==> config.mk <==
export PLATFORM = sky130hd
export DESIGN_NAME = bottle_ctrl
export DESIGN_NICKNAME = d
export VERILOG_FILES = /design/src/rtl/bottle_ctrl.sv
export SDC_FILE = /design/constraint.sdc
export NUM_CORES = 1
export LEC_CHECK = 0
export CAP_MARGIN = 20
export CORE_UTILIZATION = 40
export CTS_CLUSTER_DIAMETER = 30
export CTS_CLUSTER_SIZE = 28
export DETAILED_ROUTE_END_ITERATION = 10
export HOLD_SLACK_MARGIN = 0.12
export SYNTH_ARGS = -nofsm -noshare
export SYNTH_HDL_FRONTEND = slang
export SYNTH_SLANG_ARGS = --single-unit
export TNS_END_PERCENT = 100
==> constraint.sdc <==
create_clock -name CLK_org -period 2.9 [get_ports CLK_org]
set_input_delay 0.58 -clock CLK_org [delete_from_list [all_inputs] [get_ports CLK_org]]
set_output_delay 0.58 -clock CLK_org [all_outputs]
set_load 0.005 [all_outputs]
==> src/rtl/bottle_ctrl.sv <==
// Pill bottling controller: fills bottles to a BCD target, counts pills and bottles,
// drives BCD displays, a 7-segment status digit and a gated alarm tone.
module bottle_ctrl (
  input  logic CLK_org,
  input  logic RST,
  input  logic CLK_Music,
  input  logic isWork,
  input  logic EN_work,
  input  logic EN_set,
  input  logic SET,
  input  logic conti,
  input  logic PrintB,
  input  logic mode_EN,
  input  logic set_high_D,
  input  logic set_high_C,
  input  logic set_high_B,
  input  logic set_high_A,
  input  logic set_low_D,
  input  logic set_low_C,
  input  logic set_low_B,
  input  logic set_low_A,
  output logic light6_D,
  output logic light6_C,
  output logic light6_B,
  output logic light6_A,
  output logic light5_D,
  output logic light5_C,
  output logic light5_B,
  output logic light5_A,
  output logic light4_D,
  output logic light4_C,
  output logic light4_B,
  output logic light4_A,
  output logic light3_D,
  output logic light3_C,
  output logic light3_B,
  output logic light3_A,
  output logic light2_D,
  output logic light2_C,
  output logic light2_B,
  output logic light2_A,
  output logic light1_a,
  output logic light1_b,
  output logic light1_c,
  output logic light1_d,
  output logic light1_e,
  output logic light1_f,
  output logic light1_g,
  output logic Speaker
);

  typedef enum logic [2:0] {StOff, StIdle, StSetm, StFill, StFull, StErr} state_e;

  // Segment patterns, bit order {a,b,c,d,e,f,g}
  localparam logic [6:0] SegBlank = 7'b0000000;
  localparam logic [6:0] Seg0     = 7'b1111110;
  localparam logic [6:0] Seg1     = 7'b0110000;
  localparam logic [6:0] Seg2     = 7'b1101101;
  localparam logic [6:0] Seg3     = 7'b1111001;
  localparam logic [6:0] SegE     = 7'b1001111;

  state_e      state_q, state_d;
  logic [7:0]  cur_q, cur_d;
  logic [11:0] total_q, total_d;
  logic [11:0] bottles_q, bottles_d;
  logic [1:0]  presc_q, presc_d;
  logic [7:0]  target_q, target_d;
  logic        clr_pend_q, clr_pend_d;
  logic [11:0] big_q, big_d;
  logic [7:0]  small_q, small_d;
  logic [6:0]  seg_q, seg_d;
  logic        tick;

  function automatic logic [3:0] clamp9(input logic [3:0] d);
    return (d > 4'd9) ? 4'd9 : d;
  endfunction

  function automatic logic [3:0] dig_inc(input logic [3:0] d);
    return (d == 4'd9) ? 4'd0 : d + 4'd1;
  endfunction

  function automatic logic [7:0] bcd2_inc(input logic [7:0] v);
    logic [7:0] r;
    r[3:0] = dig_inc(v[3:0]);
    r[7:4] = (v[3:0] == 4'd9) ? dig_inc(v[7:4]) : v[7:4];
    return r;
  endfunction

  function automatic logic [11:0] bcd3_inc(input logic [11:0] v);
    logic [11:0] r;
    r[7:0]  = bcd2_inc(v[7:0]);
    r[11:8] = (v[7:0] == 8'h99) ? dig_inc(v[11:8]) : v[11:8];
    return r;
  endfunction

  // Next-state, counter and display logic
  always_comb begin
    state_d    = state_q;
    cur_d      = cur_q;
    total_d    = total_q;
    bottles_d  = bottles_q;
    target_d   = target_q;
    clr_pend_d = clr_pend_q;
    presc_d    = (state_q == StFill) ? presc_q + 2'd1 : 2'd0;
    tick       = mode_EN || (presc_q == 2'd3);

    if (!isWork) begin
      state_d = StOff;
    end else begin
      case (state_q)
        StOff:  state_d = StIdle;
        StIdle: begin
          if (EN_set) begin
            state_d = StSetm;
          end else if (EN_work) begin
            if (target_q == 8'h00) begin
              state_d = StErr;
            end else begin
              state_d = StFill;
              // A visit to set mode restarts the bottle so a lowered target can't be overshot
              if (clr_pend_q) begin
                cur_d      = 8'h00;
                clr_pend_d = 1'b0;
              end
            end
          end
        end
        StSetm: begin
          clr_pend_d = 1'b1;
          if (SET) begin
            target_d = {clamp9({set_high_D, set_high_C, set_high_B, set_high_A}),
                        clamp9({set_low_D, set_low_C, set_low_B, set_low_A})};
          end
          if (!EN_set) state_d = StIdle;
        end
        StFill: begin
          if (EN_set) begin
            state_d = StSetm;
          end else if (!EN_work) begin
            state_d = StIdle;
          end else if (tick) begin
            cur_d   = bcd2_inc(cur_q);
            total_d = bcd3_inc(total_q);
            if (cur_d == target_q) begin
              bottles_d = bcd3_inc(bottles_q);
              state_d   = StFull;
            end
          end
        end
        StFull: begin
          if (conti) begin
            cur_d   = 8'h00;
            state_d = StFill;
          end else if (!EN_work) begin
            cur_d   = 8'h00;
            state_d = StIdle;
          end
        end
        StErr: begin
          if (EN_set) state_d = StSetm;
          else if (!EN_work) state_d = StIdle;
        end
        default: state_d = StOff;
      endcase
    end

    // Displays are registered from next-state values so they track the state without lag
    big_d   = PrintB ? bottles_d : total_d;
    small_d = (state_d == StOff) ? 8'h00 : cur_d;
    case (state_d)
      StIdle:  seg_d = Seg0;
      StSetm:  seg_d = Seg1;
      StFill:  seg_d = Seg2;
      StFull:  seg_d = Seg3;
      StErr:   seg_d = SegE;
      default: seg_d = SegBlank;
    endcase
  end

  // State, counters and registered displays
  always_ff @(posedge CLK_org or posedge RST) begin
    if (RST) begin
      state_q    <= StOff;
      cur_q      <= 8'h00;
      total_q    <= 12'h000;
      bottles_q  <= 12'h000;
      presc_q    <= 2'd0;
      target_q   <= 8'h10;
      clr_pend_q <= 1'b0;
      big_q      <= 12'h000;
      small_q    <= 8'h00;
      seg_q      <= SegBlank;
    end else begin
      state_q    <= state_d;
      cur_q      <= cur_d;
      total_q    <= total_d;
      bottles_q  <= bottles_d;
      presc_q    <= presc_d;
      target_q   <= target_d;
      clr_pend_q <= clr_pend_d;
      big_q      <= big_d;
      small_q    <= small_d;
      seg_q      <= seg_d;
    end
  end

  assign {light6_D, light6_C, light6_B, light6_A} = big_q[11:8];
  assign {light5_D, light5_C, light5_B, light5_A} = big_q[7:4];
  assign {light4_D, light4_C, light4_B, light4_A} = big_q[3:0];
  assign {light3_D, light3_C, light3_B, light3_A} = small_q[7:4];
  assign {light2_D, light2_C, light2_B, light2_A} = small_q[3:0];
  assign {light1_a, light1_b, light1_c, light1_d, light1_e, light1_f, light1_g} = seg_q;

  // Tone is only gated, never used as a clock
  assign Speaker = CLK_Music & (state_q == StFull);

endmodule

==> impl_metrics.toml, run 1 <==
[status]
outcome = "finished, final reports clean"

[critical_path]
path_delay_family = "simple AND/OR/NAND/NOR gates"
r2r-end = "big_q[3]$_DFF_PP0_"
cp_max_fo = 14
critPathBufInv = 1
required_ps = 3140
cp-startpoint = "cur_q[1]$_DFF_PP0_"
cp_cell_sequence = "buf_6 -> and4bb_2 -> a311o_1 -> nand4_2 -> or4_4 -> o41a_1 -> a221o_1 -> mux2_4"
crit_slowest_cell = "or4_4"
cp-start-kind = "register"
cp.arrival_ps = 3070
crit_type = "reg -> reg"
r2r_start = "cur_q[1]$_DFF_PP0_"
r2r_cells = 8
cpPeakStageDelay_ps = 600
rrSetupSlack_ps = 70
worstSetupEndpointType = "register"

[placed_design]
numPlacedInstances = 585
hpwl_um = 6690
placed_cell_area_sq_um = 4770
routabilityCongestion = 0.823
port_buffers = 45
dp_slack_ps = -232

[logic_synthesis]
yosys.area.top_type = "dfrtp_1"
ys_seq_area_share_pct = 46.2
synth.ff_latch_count = 72
yosysWarnings = 0
syn_nets = 407
syn_area_sq_um = 3900
avgSynthCellArea_sq_um = 10.2
ys.flop_type = "dfrtp_1"
synth_edf_count = 0
synth_top_area_share_pct = 45.6
synthDistinctLibCells = 72
synthCells = 384
synth_top_cells_by_area = "dfrtp_1, mux2_2, o21ai_0"
async_flop_share_pct = 100

[pwr]
vdd_drop_max_mv = 0.241
power.leakage_nw = 2.25
pwr_density_cell_nw_per_um2 = 484
fin_total_pwr_mw = 2.43

[clock_network]
cts_buffers = 9
insertion_delay_ps = 350
hold_buffers = 0
clkTransAtPathRegs_ps = 80
cts_sinks = 72
htreeDepth = 3
cts_root_buf = "clkbuf_8"
clockBufferDepth = 2
tritoncts = "yes"

[worst_hold_path]
hold_depth = 1
hp-start = "presc_q[0]$_DFF_PP0_"
hp-class = "reg -> reg"
hold_end = "presc_q[0]$_DFF_PP0_"

[routing]
routed-via-count = 3229
viasPerCell = 5.35
drt-initial-drc-count = 157
drc = 0
ant_nets = 0
drt-pass1-iter-count = 4
drt_wl_total_um = 9300
detail_route.wl_per_cell_um = 15.4

[layout]
n_antenna_cell = 0
area_growth_pct = 29.0
drive_gt1_share_pct = 22.4
design_area_sq_um = 5030
layout.nets = 492
fin_cells = 603

[floorplan]
fp.dieH_um = 101
ios = 46
core.rowCount = 35
dieArea_sq_um = 10100
die_w_um = 101
core_area_sq_um = 9330
initial_utilization_pct = 41.8

[timing]
fin_crit_sh_pct = 97.7
fin_crit_ps = 2830
relSlewSlack_pct = 53.7
worst_pin_slew_ps = 692
tns_ps = 0
skew_ps = 9.58
fmax_mhz = 353
fin_ws_ps = 66.2
grt_setup_unrepaired = "yes"
hold_violations = 0
setup_violations = 0
slew_viol_final = 0

[global_routing]
grtUsageTotal_pct = 19.7
antenna_found_initial = 0
overflow = 0
grt.met3_usage_pct = 3.95
met1_usage_pct = 26.8
grt_pass1_vias = 3222
gr-usage-met2_pct = 31.3
busiest_layer = "met2"
grt_pass1_wl_um = 15500
grt_max_degree = 73

[run]
cap_viol_max_count = 0
worst max-delay path by stage:
stage	end	slack (ps)	depth (start not counted)
finish	big_q[3]$_DFF_PP0_	70	8
global route	seg_q[0]$_DFF_PP0_	-30	11
CTS	big_q[3]$_DFF_PP0_	3	8
detailed placement	big_q[3]$_DFF_PP0_	-230	7
global placement	big_q[3]$_DFF_PP0_	-130	8
floorplan	seg_q[0]$_DFF_PP0_	-60	12
Yosys cell counts (7+ instances only):
library cell / number
xor2_1: 7
mux2_2: 13
nand2_1: 28
o21ai_0: 25
and2_1: 11
nand4_1: 10
and3_1: 8
nor2b_1: 16
inv_1: 25
dfrtp_1: 71
nor2_1: 22
a21oi_1: 12
cells in the final DEF, fill, tap and decap left out, types with 7 or more instances in the layout:
cell type        instances
o21ai_0                 23
a21oi_1                 11
xor2_1                   7
and3_1                   8
mux2_2                  13
clkdlybuf4s50_1         45
nand4_1                 10
nor2b_1                 16
nor2_1                  22
inv_1                   24
buf_4                   43
dfrtp_1                 70
clkbuf_8                 9
nand2_1                 28
and2_1                  11
sequential cells by signal (all words and copies together), names as in the netlist:
register    count
total_q        12
cur_q           8
state_q         3
clr_pend_q      1
presc_q         2
seg_q           6
small_q         8
bottles_q      12
target_q        8
big_q          12
per-stage QoR:
stage	util [%]	hold slack [ps]
finish	53.9	438
global route	53.9	442
CTS	53.3	438
detailed placement	51.1	426
global placement	51.1	423
floorplan	-	410
worst register-to-register path: stages (launching register included):
cell      delay, ps
dfrtp_1         390
buf_6           150
and4bb_2        370
a311o_1         210
nand4_2         110
or4_4           600
o41a_1          350
a221o_1         290
mux2_4          260
kinds of logic after synthesis:
group,share of synthesized area (%)
AND/OR/NAND/NOR,23.4
AO/OA/AOI/OAI,16.1
flip-flops,46.2
buffers and inverters,5.10
multiplexers,4.65
XOR/XNOR,2.92
adder cells (fa/ha/maj),1.60
area by class of cell:
type / instances / area, sq um
Timing Repair Buffer: 90 / 805
Clock inverter: 7 / 80.1
Tap cell: 129 / 161
Multi-Input combinational cell: 271 / 1960
Fill cell: 862 / 4300
Inverter: 25 / 93.8
Clock buffer: 9 / 124
Sequential cell: 72 / 1800
layer usage:
metal / wire length [um] / vias up / share of wire [%]
met5: 0 / - / 0
met1: 4420 / 1595 / 48
li1: - / 1561 / -
met3: 316 / 11 / 3.4
met2: 4450 / 62 / 48
met4: 105 / 0 / 1.1
repair_timing:
action                                  CTS  global route
pin swaps                                 0             5
buffers inserted                          0             2
resized for setup                         1            13
endpoints found under the setup margin    1            13
power breakdown:
group | total [mW] | switching, mW | leakage [nW] | internal (mW)
Sequential | 1.13 | 0.0624 | 0.941 | 1.07
Combinational | 0.468 | 0.242 | 1.21 | 0.225
Clock | 0.835 | 0.428 | 0.102 | 0.408
Total | 2.43 | 0.732 | 2.25 | 1.70
Power figures use the tool's default switching activity.
==> run 2: changes to the inputs <==
Settings changed: CORE_UTILIZATION 40 to 51, MAX_ROUTING_LAYER set to met4, PLACE_DENSITY set to 0.77.
==> run 2 against run 1 <==
Non-clock buffer count grew 4. Register-to-register slack worse by 40 ps. Global-route usage grew 5.5 points. Critical path depth is 2 higher. Via count rose by 1.4%. Cell area up 0.72%. Sequential cell count did not move. Die area down 21%. Critical path type unchanged.
==> impl_metrics.toml, run 2 (synthesis gave the netlist of run 1 again) <==
[status]
outcome = "finished, final reports clean"

[clock_network]
hold_buffers = 0
htreeDepth = 3
clockBufferDepth = 2
cts_root_buf = "clkbuf_8"
cts_buffers = 9
clkTransAtPathRegs_ps = 70
cts_sinks = 72
tritoncts = "yes"
insertion_delay_ps = 350

[global_routing]
grtUsageTotal_pct = 25.2
grt_max_degree = 37
grt_pass1_wl_um = 14600
grt_pass1_vias = 3063
overflow = 0
antenna_found_initial = 0

[timing]
slew_viol_final = 0
fin_ws_ps = 22.8
fin_crit_ps = 2880
relSlewSlack_pct = 55.3
fmax_mhz = 348
skew_ps = 6.96
fin_crit_sh_pct = 99.2
tns_ps = 0
grt_setup_unrepaired = "yes"
hold_violations = 0
setup_violations = 0
whs_ps = 428
worst_pin_slew_ps = 668

[critical_path]
worstSetupEndpointType = "register"
crit_slowest_cell = "dfrtp_1"
critPathBufInv = 0
cp_cell_sequence = "nand4bb_4 -> o21a_1 -> or3_4 -> a211o_4 -> o41ai_4 -> nand2b_4 -> ha_4 -> nand2b_1 -> o31a_1 -> o31ai_2"
cp.arrival_ps = 3130
cp_max_fo = 5
rrSetupSlack_ps = 20
cp-start-kind = "register"
crit_type = "reg -> reg"
cpPeakStageDelay_ps = 400
path_delay_family = "compound AO/OA/AOI/OAI gates"
required_ps = 3150

[routing]
drt-pass1-iter-count = 4
ant_nets = 0
routed-via-count = 3274
drt-initial-drc-count = 170
drc = 0
drt_wl_total_um = 9360
detail_route.wl_per_cell_um = 16.3
viasPerCell = 5.69

[placed_design]
dp_slack_ps = -162
hpwl_um = 6540
port_buffers = 45
routabilityCongestion = 0.886

[pwr]
vdd_drop_max_mv = 0.308
pwr_density_cell_nw_per_um2 = 486
fin_total_pwr_mw = 2.46
power.leakage_nw = 2.27

[layout]
n_antenna_cell = 0
mostFrequentLayoutCell = "dfrtp_1"
multi_input_area_sq_um = 2000
drive_gt1_share_pct = 23.7
final_cell_mix = "dfrtp_1, buf_4, clkdlybuf4s50_1, nand2_1, inv_1"
seqCellArea_sq_um = 1800
fill_cells = 554
area_growth_pct = 29.9
layout.nets = 496
top_regs = "big_q (12), bottles_q (12), total_q (12)"

[floorplan]
ios = 46
die_w_um = 89.4
initial_utilization_pct = 53.2
core_area_sq_um = 7330
fp.dieH_um = 89.4
core.rowCount = 31
dieArea_sq_um = 8000

[run]
cap_viol_max_count = 0

[worst_hold_path]
hp-class = "reg -> reg"
run 2: where the power goes:
group,switching (mW),total (mW),leakage [nW],internal [mW]
Clock,0.370,0.847,0.0995,0.478
Combinational,0.237,0.483,1.23,0.245
Sequential,0.0657,1.13,0.941,1.07
Total,0.673,2.46,2.27,1.79
run 2: worst paths after layout:
kind / startpoint / cells after the start / to
setup / recovery: cur_q[1]$_DFF_PP0_ / 10 / seg_q[0]$_DFF_PP0_
hold / removal: presc_q[0]$_DFF_PP0_ / 1 / presc_q[0]$_DFF_PP0_
setup reg to reg: cur_q[1]$_DFF_PP0_ / 10 / seg_q[0]$_DFF_PP0_
hold reg to reg: presc_q[0]$_DFF_PP0_ / 1 / presc_q[0]$_DFF_PP0_
max in group asynchronous: RST / 3 / target_q[4]$_DFFE_PP1P_
min in group asynchronous: RST / 2 / big_q[8]$_DFF_PP0_
run 2: what timing repair did:
item                                    CTS  global route
gates resized for setup                   3            17
pin swaps                                 1             7
buffers inserted                          0             6
endpoints found under the setup margin    5            12
run 2: routing by layer:
layer	global-route usage, %	wire, um
met5	-	0
met4	9.38	212
met3	3.32	274
met2	40.6	4520
met1	32.6	4350
run 2: area by class of cell:
class | instances | share of cell area, %
inverter | 25 | 1.85
tap | 99 | 2.44
multi-input combinational | 271 | 39.5
clock buffer | 11 | 2.59
clock inverter | 3 | 1.36
sequential | 72 | 35.6
timing repair buffer | 94 | 16.6
run 2: worst register-to-register path, stage by stage (launching register included):
cell	delay (ps)
dfrtp_1	400
nand4bb_4	240
o21a_1	250
or3_4	390
a211o_4	390
o41ai_4	370
nand2b_4	200
ha_4	200
nand2b_1	140
o31a_1	110
o31ai_2	70
run 2: metrics by stage:
step           area (sq um)  util (%)  cells
2_1_floorplan          3930         -    384
3_3_place_gp           4730      64.5    555
3_5_place_dp           4730      64.5    555
4_1_cts                4940      67.4    569
5_1_grt                5070      69.1    575
6_report               5070      69.1    575
==> run 3: changes to the inputs <==
Settings changed: HOLD_SLACK_MARGIN 0.12 to 0.08.
==> results of run 3 <==
The final DEF is identical to that of run 2; final timing and power are the same.
